$ cat src/rtl/rot_pkg.sv
// rot_pkg: FSM state encoding and default sizing shared by the rotating-tile loader
package rot_pkg;
  typedef enum logic [1:0] {IDLE, LOAD, READ} state_t;
  localparam int DEF_NTILES = 64;
  localparam int DEF_CFG_W  = 2;
  localparam int DEF_IN_W   = 2;
endpackage

$ cat src/rtl/rot_shreg.sv
// rot_shreg: TOTAL-bit register that shifts in IN_W bits at the LSBs or rotates left by one
module rot_shreg #(
  parameter int TOTAL = 128,
  parameter int IN_W  = 2
) (
  input  logic             clk,
  input  logic             rst_n,
  input  logic             sh,
  input  logic             rot,
  input  logic [IN_W-1:0]  din,
  output logic [TOTAL-1:0] sr_q
);
  logic [TOTAL-1:0] sr_d;
  // Shift has priority; rotate moves the MSB around to the LSB for serial readback
  always_comb
    sr_d = sh ? TOTAL'({sr_q, din}) : rot ? ((sr_q << 1) | (sr_q >> (TOTAL - 1))) : sr_q;
  // Register with synchronous active-low clear
  always_ff @(posedge clk)
    if (!rst_n) sr_q <= '0;
    else sr_q <= sr_d;
endmodule

$ cat src/rtl/rot_cfg_loader.sv
// rot_cfg_loader: beat-serial configuration loader with atomic commit and rotating readback
module rot_cfg_loader
  import rot_pkg::*;
#(
  parameter int NTILES = DEF_NTILES,
  parameter int CFG_W  = DEF_CFG_W,
  parameter int IN_W   = DEF_IN_W
) (
  input  logic                      clk,
  input  logic                      rst_n,
  input  logic                      start,
  input  logic                      abort,
  input  logic                      in_valid,
  input  logic [IN_W-1:0]           in_data,
  output logic                      in_ready,
  input  logic                      rd_en,
  output logic [NTILES*CFG_W-1:0]   cfg_out,
  output logic                      sc_out,
  output logic                      busy,
  output logic                      done
);
  localparam int TOTAL = NTILES * CFG_W;
  localparam int BEATS = TOTAL / IN_W;
  localparam int CW    = $clog2(BEATS + 1);
  state_t           state_q, state_d;
  logic [CW-1:0]    cnt_q, cnt_d;
  logic [TOTAL-1:0] cfg_q, cfg_d, sr_q;
  logic             done_q, done_d, sh, rot, commit;
  rot_shreg #(.TOTAL(TOTAL), .IN_W(IN_W)) u_shreg (
    .clk  (clk),
    .rst_n(rst_n),
    .sh   (sh),
    .rot  (rot),
    .din  (in_data),
    .sr_q (sr_q)
  );
  // Next state, beat counter and shift/rotate strobes; abort beats start beats data
  always_comb begin
    state_d = state_q;
    cnt_d   = cnt_q;
    sh      = 1'b0;
    rot     = 1'b0;
    commit  = 1'b0;
    unique case (state_q)
      IDLE: begin
        if (start) begin
          state_d = LOAD;
          cnt_d   = '0;
        end else if (rd_en) state_d = READ;
      end
      LOAD: begin
        if (abort) state_d = IDLE;
        else if (start) cnt_d = '0;
        else if (in_valid) begin
          sh = 1'b1;
          if (cnt_q == CW'(BEATS - 1)) begin
            commit  = 1'b1;
            state_d = IDLE;
            cnt_d   = '0;
          end else cnt_d = cnt_q + 1'b1;
        end
      end
      READ: begin
        if (start) begin
          state_d = LOAD;
          cnt_d   = '0;
        end else if (rd_en) rot = 1'b1;
        else state_d = IDLE;
      end
      default: state_d = IDLE;
    endcase
  end
  // The grid sees the finished image only, taken from the final shift on the same edge
  always_comb begin
    cfg_d  = commit ? TOTAL'({sr_q, in_data}) : cfg_q;
    done_d = commit;
  end
  // State, counter, committed image and done pulse registers
  always_ff @(posedge clk)
    if (!rst_n) begin
      state_q <= IDLE;
      cnt_q   <= '0;
      cfg_q   <= '0;
      done_q  <= 1'b0;
    end else begin
      state_q <= state_d;
      cnt_q   <= cnt_d;
      cfg_q   <= cfg_d;
      done_q  <= done_d;
    end
  assign busy     = (state_q == LOAD);
  assign in_ready = busy;
  assign cfg_out  = cfg_q;
  assign done     = done_q;
  assign sc_out   = sr_q[TOTAL-1];
endmodule

$ cat config.mk
export PLATFORM = sky130hd
export DESIGN_NAME = rot_cfg_loader
export DESIGN_NICKNAME = d
export VERILOG_FILES = /design/src/rtl/rot_pkg.sv /design/src/rtl/rot_shreg.sv /design/src/rtl/rot_cfg_loader.sv
export SDC_FILE = /design/constraint.sdc
export NUM_CORES = 1
export LEC_CHECK = 0
export CAP_MARGIN = 20
export CORE_UTILIZATION = 35
export DETAILED_ROUTE_END_ITERATION = 16
export PLACE_DENSITY = 0.63
export SLEW_MARGIN = 20
export SYNTH_ARGS = -nofsm -noshare
export SYNTH_HDL_FRONTEND = slang
export SYNTH_SLANG_ARGS = --single-unit
$ cat constraint.sdc
create_clock -name clk -period 2.4 [get_ports clk]
set_input_delay 0.6 -clock clk [delete_from_list [all_inputs] [get_ports clk]]
set_output_delay 0.6 -clock clk [all_outputs]
set_load 0.02 [all_outputs]
==> flow_metrics.tcl <==
set metrics [dict create \
    clk_latency_ns 0.54 \
    viasPerCell 5.00 \
    syn_area_um2 10400 \
    pre_cts_slack_ns -0.0263 \
    dr.first_iter.drc_count 473 \
    diodes 0 \
    gp_congestion 0.712 \
    cts_inserted_buffers 30 \
    r2r_setup_slack_ns 0.52 \
    worstReg2RegEnd "cfg_out[127]" \
    finalMaxSlewViolations 0 \
    synth.avg_cell_area_um2 8.79 \
    grtUsageTotal_pct 15.2 \
    cp_data_required_time_ns 1.80 \
    route.vias.total 8522 \
    cts_setup_buffers 0 \
    use_met2_pct 25.1 \
    skew_ns 0.00733 \
    cts_tree "built" \
    synth_simple_gate_area_share_pct 16.1 \
    worst-r2r-cell-count 7 \
    fin_util_pct 46.3 \
    yosys.cell_types.count 36 \
    status "finished clean" \
    dieArea_um2 30500 \
    drv_cap 0 \
    post-dp-hpwl_um 15000 \
    grt_busiest_layer "met2" \
    num_rows 62 \
    hold_end "cnt_q[6]" \
    grt_start_max_net_pins 92 \
    p_leak_uw 0.00426 \
    hold_path.class "reg2reg" \
    slew_headroom_pct 69.0 \
    start_util_pct 36.0 \
    critical_path_arrival_ns 1.55 \
    fin_ws_ns 0.246 \
    clockBufferDepth 3 \
    routed_wl_um 23600 \
    worstPathMaxFanout 8 \
    die_h_um 175 \
    grt_use_met3_pct 2.35 \
    die_w_um 175 \
    yosys_warnings 0 \
    total_power_uw 9430 \
    core_area_um2 29000 \
    route.detailed.drc 0 \
    synth_fa_ha_area_share_pct 0.120 \
    h-tree-depth 1 \
    layout-drive-gt1-share_pct 7.11 \
    mostFrequentLayoutCell "nand2_1" \
    drt_first_pass_iters 5 \
    worstReg2RegStart "cnt_q[0]" \
    synth-main-ff-cell "dfxtp_1" \
    area_growth_pct 28.7 \
    ir_worst_vdd_v 0.000508 \
    final_cells 1706 \
    cts_root_buf "clkbuf_16" \
    hold_depth 2 \
    ios 140 \
    grt_pass1_wl_um 39600 \
    min_period_ns 2.15 \
    nNetsFinal 1307 \
    place_area_um2 12400 \
    finalInstanceArea_um2 13400 \
    final_cell_mix "388 x nand2_1, 266 x dfxtp_1, 136 x clkdlybuf4s50_1" \
    gr-total-overflow 0 \
    crit_type "reg2out" \
    antenna_found_initial 0 \
    synth-xor-area-share_pct 0.252 \
    portBuffers 139 \
    route.antenna.remaining_nets 0 \
    synth_edf_count 0 \
    rsz0062_at_grt "false" \
    dp_cells 1650 \
    post-route-period-util_pct 89.8 \
    gr-usage-met1_pct 20.8 \
    clkSinkCount 266 \
    synthMuxAreaShare_pct 0.0959 \
    synth_top_family_by_area "compound AO/OA/AOI/OAI gates" \
    finalHoldViolCount 0 \
    setup_viol 0 \
    synthesis.nets 1196 \
    wire_per_inst_um 13.8 \
    start_kind "flop" \
    synth_seq_cells 266 \
    fmax_mhz 464 \
    synth-compound-area-share_pct 28.4 \
    ys_seq_area_share_pct 51.0 \
    tightest_slew_ns 0.465 \
    path_clk_slew_ns 0.06 \
    power_density_nw_per_um2 702 \
    synthArstFlopShare_pct 0 \
    synth_cells 1187 \
    grt_pass1_vias 7977 \
    cp-end-kind "output pin" \
    hold_start "cnt_q[6]" \
]
## per-stage QoR
| stage | hold WS (ns) | setup TNS (ns) |
|---|---|---|
| floorplan | 0.423 | 0 |
| global placement | 0.432 | -0.265 |
| detailed placement | 0.442 | -0.0555 |
| CTS | 0.452 | 0 |
| global route | 0.471 | 0 |
| finish | 0.448 | 0 |
## cell type report
cell class / count / area [um^2]
Sequential cell: 266 / 5330
Clock buffer: 43 / 871
Tap cell: 384 / 480
Clock inverter: 13 / 179
Multi-Input combinational cell: 822 / 4700
Fill cell: 2804 / 15600
Timing Repair Buffer: 178 / 1870
## what timing repair did
| action | CTS | global route |
|---|---|---|
| setup endpoints to repair | 2 | 0 |
| hold buffers | 0 | 0 |
| gates resized for setup | 2 | 0 |
## synthesized netlist by cell type (2+ instances only)
master    count  area [um^2]
a21boi_1    124          931
a22oi_1     126          946
nand2_1     388         1460
xor2_1        3         26.3
nor3b_1       2         15.0
nor2_1        6         22.5
and2_1        3         18.8
clkbuf_1     64          240
nand3_1       3         15.0
nor2b_1       3         18.8
a21oi_1       4         20.0
nand2b_1      2         12.5
a21boi_0    131          983
buf_1         2         7.51
o21ai_0       4         20.0
buf_2        30          150
nor3_1        2         10.0
dfxtp_1     266         5330
nand4_1       5         31.3
buf_4         3         22.5
## report_power, final
part           switching (uW)  total, uW  internal [uW]
logic                     131        239            108
registers                4.97       4420           4420
clock network            1810       4760           2950
total                    1950       9430           7480
## worst max-delay path: stages, from the launching register on
cell,delay [ns]
dfxtp_1,0.43
nor2b_1,0.23
dlygate4sd2_1,0.36
## how the worst max path moves through the flow
stage | startpoint | endpoint | slack [ns] | depth (start not counted)
floorplan | abort | cfg_out[89] | 0.60 | 6
global placement | in_valid | cfg_out[89] | -0.02 | 8
detailed placement | in_valid | cfg_out[127] | -0.03 | 7
CTS | state_q[0] | in_ready | 0.19 | 2
global route | state_q[0] | in_ready | 0.1 | 2
finish | state_q[0] | in_ready | 0.25 | 2
## flip-flops by register name, indices dropped and copies added (netlist names)
register      count
cnt_q             7
state_q           2
u_shreg.sr_q    128
cfg_out         128
done              1
## routing by layer
layer / wire (um) / share of wire (%)
met4: 359 / 1.5
met3: 1030 / 4.4
met1: 11400 / 48
met5: 0 / 0
met2: 10800 / 46
## kinds of logic (layout without fill, tap and decap cells)
logic type / Yosys count / after routing
flip-flops: 266 / 266
AO/OA/AOI/OAI: 396 / 396
buffers and inverters: 99 / 234
AND/OR/NAND/NOR: 421 / 421
multiplexers: 1 / 1
adder cells (fa/ha/maj): 1 / 1
XOR/XNOR: 3 / 3
Power figures use the tool's default switching activity.
